File: src/rtl/lock_code_entry.sv
// Purpose: debounce the coded-lock front panel and offer the assembled code to the checker.
// Latency: press accepted 2+DEBOUNCE_CYCLES edges after raw low; state update one edge later.
// Backpressure: code_valid holds with code_data stable until code_ready; panel events dropped meanwhile.
//
// Ports:
//   clk, rst        single clock, synchronous active-high reset
//   key_n[3:0]      raw digit buttons (active-low), key_n[i] enters digit value i
//   enter_n,clear_n raw confirm / cancel buttons (active-low)
//   code_data       assembled code, first digit in the MS 2 bits
//   code_valid      code offered to checker; code_ready accepts it
//   digit_cnt       digits currently held
//   entry_err       one-cycle pulse: enter with an incomplete code
//   timeout_pulse   one-cycle pulse on auto-clear
// Build option: define ENTRY_TIMEOUT_EN to auto-clear a stalled entry after
// TIMEOUT_CYCLES idle cycles; otherwise timeout_pulse is tied low.
module lock_code_entry #(
  parameter int DIGITS          = 2,
  parameter int DEBOUNCE_CYCLES = 4,
  parameter int TIMEOUT_CYCLES  = 1000
) (
  input  logic                         clk,
  input  logic                         rst,
  input  logic [3:0]                   key_n,
  input  logic                         enter_n,
  input  logic                         clear_n,
  output logic [2*DIGITS-1:0]          code_data,
  output logic                         code_valid,
  input  logic                         code_ready,
  output logic [$clog2(DIGITS+1)-1:0]  digit_cnt,
  output logic                         entry_err,
  output logic                         timeout_pulse
);

  localparam int CW   = 2 * DIGITS;
  localparam int CNTW = $clog2(DIGITS + 1);
  localparam int DBW  = $clog2(DEBOUNCE_CYCLES + 1);

  localparam logic [CNTW-1:0] CNT_FULL = CNTW'(DIGITS);
  localparam logic [CNTW-1:0] CNT_ONE  = CNTW'(1);
  localparam logic [DBW-1:0]  DB_LAST  = DBW'(DEBOUNCE_CYCLES - 1);
  localparam logic [DBW-1:0]  DB_ONE   = DBW'(1);

  typedef enum logic [1:0] {
    IDLE  = 2'd0,
    ENTRY = 2'd1,
    SEND  = 2'd2
  } state_t;

  // ---------------------------------------------------------------------------
  // Input conditioning: bit order {clear, enter, key3..key0}
  // ---------------------------------------------------------------------------
  logic [5:0]     raw_n;
  logic [5:0]     sync1_n;
  logic [5:0]     sync2_n;
  logic [5:0]     stable_n;   // debounced level, 1 = released
  logic [5:0]     press_vld;  // one-cycle press strobes
  logic [DBW-1:0] db_cnt [6];

  assign raw_n = {clear_n, enter_n, key_n};

  // The counter tracks how many consecutive samples disagree with the
  // debounced level; the level flips on the DEBOUNCE_CYCLES-th disagreement.
  // Only a high-to-low flip produces a strobe, so a held button fires once
  // and must be seen released before it can fire again.
  always_ff @(posedge clk) begin
    if (rst) begin
      sync1_n   <= '1;
      sync2_n   <= '1;
      stable_n  <= '1;
      press_vld <= '0;
      for (int b = 0; b < 6; b++) db_cnt[b] <= '0;
    end else begin
      sync1_n <= raw_n;
      sync2_n <= sync1_n;
      for (int b = 0; b < 6; b++) begin
        press_vld[b] <= 1'b0;
        if (sync2_n[b] != stable_n[b]) begin
          if (db_cnt[b] == DB_LAST) begin
            stable_n[b]  <= sync2_n[b];
            db_cnt[b]    <= '0;
            press_vld[b] <= ~sync2_n[b];
          end else begin
            db_cnt[b] <= db_cnt[b] + DB_ONE;
          end
        end else begin
          db_cnt[b] <= '0;
        end
      end
    end
  end

  // ---------------------------------------------------------------------------
  // Event decode: clear beats enter beats the lowest-index digit
  // ---------------------------------------------------------------------------
  logic          clr_evt;
  logic          ent_evt;
  logic          dig_evt;
  logic          any_evt;
  logic [1:0]    dig_val;
  logic [CW-1:0] shifted;

  assign clr_evt = press_vld[5];
  assign ent_evt = press_vld[4];
  assign dig_evt = |press_vld[3:0];
  assign any_evt = |press_vld;

  always_comb begin
    dig_val = 2'd0;
    for (int i = 3; i >= 0; i--) begin
      if (press_vld[i]) dig_val = 2'(i);
    end
  end

  // Written as shift-then-insert so DIGITS=1 needs no negative slice.
  always_comb begin
    shifted      = code_data << 2;
    shifted[1:0] = dig_val;
  end

  // ---------------------------------------------------------------------------
  // Entry FSM with registered outputs
  // ---------------------------------------------------------------------------
  state_t state;

`ifdef ENTRY_TIMEOUT_EN
  localparam int TOW = $clog2(TIMEOUT_CYCLES + 1);
  localparam logic [TOW-1:0] TO_LAST = TOW'(TIMEOUT_CYCLES - 1);
  localparam logic [TOW-1:0] TO_ONE  = TOW'(1);

  logic [TOW-1:0] idle_cnt;
  logic           to_pulse;

  assign timeout_pulse = to_pulse;
`else
  logic unused_timeout;

  assign unused_timeout = (TIMEOUT_CYCLES > 0);
  assign timeout_pulse  = 1'b0;
`endif

  always_ff @(posedge clk) begin
    if (rst) begin
      state      <= IDLE;
      code_data  <= '0;
      code_valid <= 1'b0;
      digit_cnt  <= '0;
      entry_err  <= 1'b0;
`ifdef ENTRY_TIMEOUT_EN
      idle_cnt   <= '0;
      to_pulse   <= 1'b0;
`endif
    end else begin
      entry_err <= 1'b0;
`ifdef ENTRY_TIMEOUT_EN
      to_pulse  <= 1'b0;
`endif
      case (state)
        IDLE: begin
`ifdef ENTRY_TIMEOUT_EN
          idle_cnt <= '0;
`endif
          if (clr_evt) begin
            // nothing held, nothing to clear
          end else if (ent_evt) begin
            entry_err <= 1'b1;
          end else if (dig_evt) begin
            code_data <= shifted;
            digit_cnt <= CNT_ONE;
            state     <= ENTRY;
          end
        end

        ENTRY: begin
`ifdef ENTRY_TIMEOUT_EN
          // Any event restarts the idle count, even one that is ignored,
          // and wins over a simultaneous expiry.
          idle_cnt <= '0;
`endif
          if (clr_evt) begin
            code_data <= '0;
            digit_cnt <= '0;
            state     <= IDLE;
          end else if (ent_evt) begin
            if (digit_cnt == CNT_FULL) begin
              code_valid <= 1'b1;
              state      <= SEND;
            end else begin
              entry_err <= 1'b1;
              code_data <= '0;
              digit_cnt <= '0;
              state     <= IDLE;
            end
          end else if (dig_evt) begin
            if (digit_cnt != CNT_FULL) begin
              code_data <= shifted;
              digit_cnt <= digit_cnt + CNT_ONE;
            end
          end
`ifdef ENTRY_TIMEOUT_EN
          else if (idle_cnt == TO_LAST) begin
            to_pulse  <= 1'b1;
            code_data <= '0;
            digit_cnt <= '0;
            state     <= IDLE;
          end else begin
            idle_cnt <= idle_cnt + TO_ONE;
          end
`endif
        end

        SEND: begin
          // Panel events are discarded here; the offer is never withdrawn.
          if (code_ready) begin
            code_valid <= 1'b0;
            code_data  <= '0;
            digit_cnt  <= '0;
            state      <= IDLE;
          end
        end

        default: begin
          state      <= IDLE;
          code_data  <= '0;
          code_valid <= 1'b0;
          digit_cnt  <= '0;
        end
      endcase
    end
  end

  // Keeps the event-decode signals referenced in every build configuration.
  logic unused_evt;
  assign unused_evt = any_evt;

endmodule

File: config.mk
export PLATFORM = sky130hd
export DESIGN_NAME = lock_code_entry
export DESIGN_NICKNAME = d
export VERILOG_FILES = /design/src/rtl/lock_code_entry.sv
export SDC_FILE = /design/constraint.sdc
export NUM_CORES = 1
export LEC_CHECK = 0
export CORE_MARGIN = 10
export CORE_UTILIZATION = 30
export DETAILED_ROUTE_END_ITERATION = 8
export SYNTH_ARGS = -nofsm -noshare
export SYNTH_HDL_FRONTEND = slang
export SYNTH_SLANG_ARGS = --single-unit
File: constraint.sdc
create_clock -name clk -period 1.7 [get_ports clk]
set_input_delay 0.255 -clock clk [delete_from_list [all_inputs] [get_ports clk]]
set_output_delay 0.255 -clock clk [all_outputs]
set_load 0.05 [all_outputs]
==> impl_results.md, run 1 <==
* Layout area overhead at 19.2%
* CP startpoint kind: flip-flop
* Remaining global-route overflow at 0
* Clock slew at reported path FFs at 0.09 ns
* YS warnings at 0
* Unrepaired setup endpoints after global routing: no
* Drt initial violations at 27
* Synth Area in XOR/XNOR at 2.40%
* Min Clock Period, post-route at around 1.6 ns
* Tcrit/Tclk final at 94.6%
* Clk_skew at 0.00813 ns
* First-pass GRT wire length at slightly below 6 mm
* Ys async rst share at 0%
* Antenna cells at 0
* Final hold viol count at 0
* Port bufs at 16
* Part of the power in combinational logic at 6.4%
* Post-route worst setup slack at 0.0916 ns
* Worst min-delay path class: reg2reg
* Longest Clk Path Bufs at 2
* Root cell of the clock tree: clkbuf_8
* PD cells at 823 nW/um^2
* Seq pwr share at a little over three fifths
* Critical Path End Type: flip-flop
* Avg WL per Cell at 10.2 um
* Max Cap Viol at 0
* First-pass DRT Iterations at 3
* Status: completed
* Post-synthesis adder-cell area fraction at 7.42%
* Post-CTS Setup Bufs at 0
* IR drop worst, VDD at around 0.00031 V
* Vias in the first global route at around 1,400
* Initial Util at between 30% and 40%
* Vias per Instance at about 4.3
* WP data arrival at between 1.5 and 2 ns
* CTS tree: done
* Gpl congestion at ~0.78
* Setup violations, final at 0
* Switching pwr at 0.473 mW
* Antenna-violating nets left at 0
* IO Pins at 18
* Power Internal at 1.68 mW
* Num CTS Buffers at 5
* Htree depth at 2
* Global Route Usage Sum at around 6.3%
* Simple-gate share of the synthesized area at between 10% and 20%
* Pleak at ~1.1 nW
* Number of synthesized register bits at between 50 and 60
* Sw frac at a little over a fifth
* Syn Inst Count at ~190
* Worst Path Required at 1.93 ns
* CTS Sinks at 52
* Pre-CTS WS at ~0.023 ns
* Layout cells sized above 1 at around 18%
* Clock power frac at a little under a third
* Hpwl dp at between 2 and 2.5 mm
* Final Net Count at approximately 250
* Via count at 1,430
* Post-synthesis sequential area ratio at between 50% and 60%
* Final wirelength at around 3.4 mm
* Largest family of logic cells by synthesized area: simple AND/OR/NAND/NOR gates
* Hold buffers post-CTS at 0
* Post-synthesis compound-gate area fraction at under 10%
* Die height at between 100 and 150 um
* Top FF cell, synth: dfxtp_1
* Post-synth EDFFs at 18
* Post-CTS sizing at 0
* Mux cell area share after synthesis at less than 1%
* Rows at 31
* Syn_area_per_cell at roughly 11 um^2
* Largest net degree at the start of global routing at 29
* Die width at about 110 um
* Mapped Area at around 2200 um^2
* Synth cell types at 39
* Crit Path Class: reg2reg
* Die ar. at roughly 11,000 um^2
* Core area at 7180 um^2
* Max Transition Viols Final at 0
* Setup_tns at 0 ns
* Initial antenna violation count at 0
* DRC Markers at 0
* Clock latency on the worst-skew pair at 0.30 ns
* CP max FO at 4
* Max Clock Freq at 622 MHz
[flip-flops by register name, indices dropped and copies added, names as in the netlist]
name,flops
db_cnt,18
press_vld,6
stable_n,6
sync1_n,6
sync2_n,6
code_data,4
digit_cnt,2
state,2
code_valid,1
entry_err,1
[path summary, 6_finish.rpt]
kind / cells past startpoint / from / slack, ns / endpoint
worst max-delay path: 6 / digit_cnt[0] / 0.09 / code_data[1]
worst min register to register: 1 / sync1_n[2] / 0.41 / sync2_n[2]
worst min-delay path: 1 / sync1_n[2] / 0.41 / sync2_n[2]
worst max register to register: 6 / digit_cnt[0] / 0.09 / code_data[1]
[critical path, cell delays in order, from the launching register on]
cell and delay (ns):
dfxtp_2 0.34, inv_1 0.08, ha_1 0.19, or4bb_1 0.45, o311a_1 0.20, nand2_2 0.11
mux2i_1 0.17
[cell usage after synthesis (3+ instances only)]
| cell type | n | area [um^2] |
|---|---|---|
| inv_1 | 14 | 52.6 |
| or2_2 | 12 | 75.1 |
| buf_4 | 4 | 30.0 |
| edfxtp_1 | 18 | 541 |
| nor2_1 | 23 | 86.3 |
| nand4_1 | 4 | 25.0 |
| o21ai_0 | 4 | 20.0 |
| a211o_1 | 7 | 61.3 |
| ha_1 | 13 | 163 |
| nor2b_1 | 7 | 43.8 |
| nor4bb_1 | 6 | 60.1 |
| or3_1 | 6 | 37.5 |
| nand2_1 | 3 | 11.3 |
| a21oi_1 | 4 | 20.0 |
| dfxtp_1 | 34 | 681 |
| xnor2_1 | 6 | 52.6 |
[cell families (layout without fill, tap and decap cells)]
family	count (synthesis)	after routing
flip-flops	52	52
AO/OA/AOI/OAI	25	25
other	2	19
adder cells (fa/ha/maj)	13	13
AND/OR/NAND/NOR	73	73
multiplexers	1	1
buffers and inverters	21	44
XOR/XNOR	6	6
[layout make-up]
cell class / instances / area, um^2
repair buffers: 22 / 198
well taps: 99 / 124
multi-input cells: 137 / 933
flip-flops and latches: 52 / 1220
fillers: 734 / 4560
clock inverters: 3 / 13.8
inverters: 14 / 52.6
clock buffers: 5 / 68.8
[cell usage in the layout, fill, tap and decap left out, types with 5 or more instances in the layout]
| master | count |
|---|---|
| edfxtp_1 | 18 |
| a211o_1 | 7 |
| inv_1 | 14 |
| nor4bb_1 | 6 |
| or3_1 | 6 |
| buf_4 | 13 |
| conb_1 | 19 |
| clkbuf_8 | 5 |
| ha_1 | 13 |
| clkdlybuf4s50_1 | 8 |
| or2_2 | 12 |
| nor2_1 | 23 |
| xnor2_1 | 6 |
| nor2b_1 | 7 |
| dfxtp_1 | 32 |
[power groups by stage]
stage | sequential, mW | combinational, mW | clock, mW
global placement | 1.38 | 0.135 | 0
CTS | 1.35 | 0.140 | 0.703
detailed placement | 1.38 | 0.138 | 0
floorplan | 1.37 | 0.0992 | 0
finish | 1.35 | 0.137 | 0.667
global route | 1.35 | 0.159 | 0.745
[per-layer routing]
metal,part of all wire (%),vias up,routed length (um),global-route usage [%]
met3,4.5,9,151,2.62
li1,-,729,-,-
met4,1.7,0,59,2.65
met5,0,-,0,0
met2,45,21,1530,10.1
met1,48,671,1630,7.23
[metrics by stage]
step	power, mW	utilization (%)	cell area (um^2)	hold WS (ns)	cells
final	2.15	36.4	2610	0.414	332
after global routing	2.26	36.4	2610	0.429	332
after CTS	2.19	36.4	2610	0.415	332
after detailed placement	1.52	35.3	2530	0.394	324
after global placement	1.51	35.3	2530	0.392	324
after floorplan	1.47	-	2260	0.359	210
Power figures use the tool's default switching activity.
==> run 2, diff against run 1 <==
--- a/config.mk
+++ b/config.mk
@@ -8,6 +8,7 @@
 export CORE_MARGIN = 10
 export CORE_UTILIZATION = 30
 export DETAILED_ROUTE_END_ITERATION = 8
+export HOLD_SLACK_MARGIN = 0.02
 export SYNTH_ARGS = -nofsm -noshare
 export SYNTH_HDL_FRONTEND = slang
 export SYNTH_SLANG_ARGS = --single-unit
==> results of run 2 <==
Final layout, timing and power as in run 1 (identical DEF).
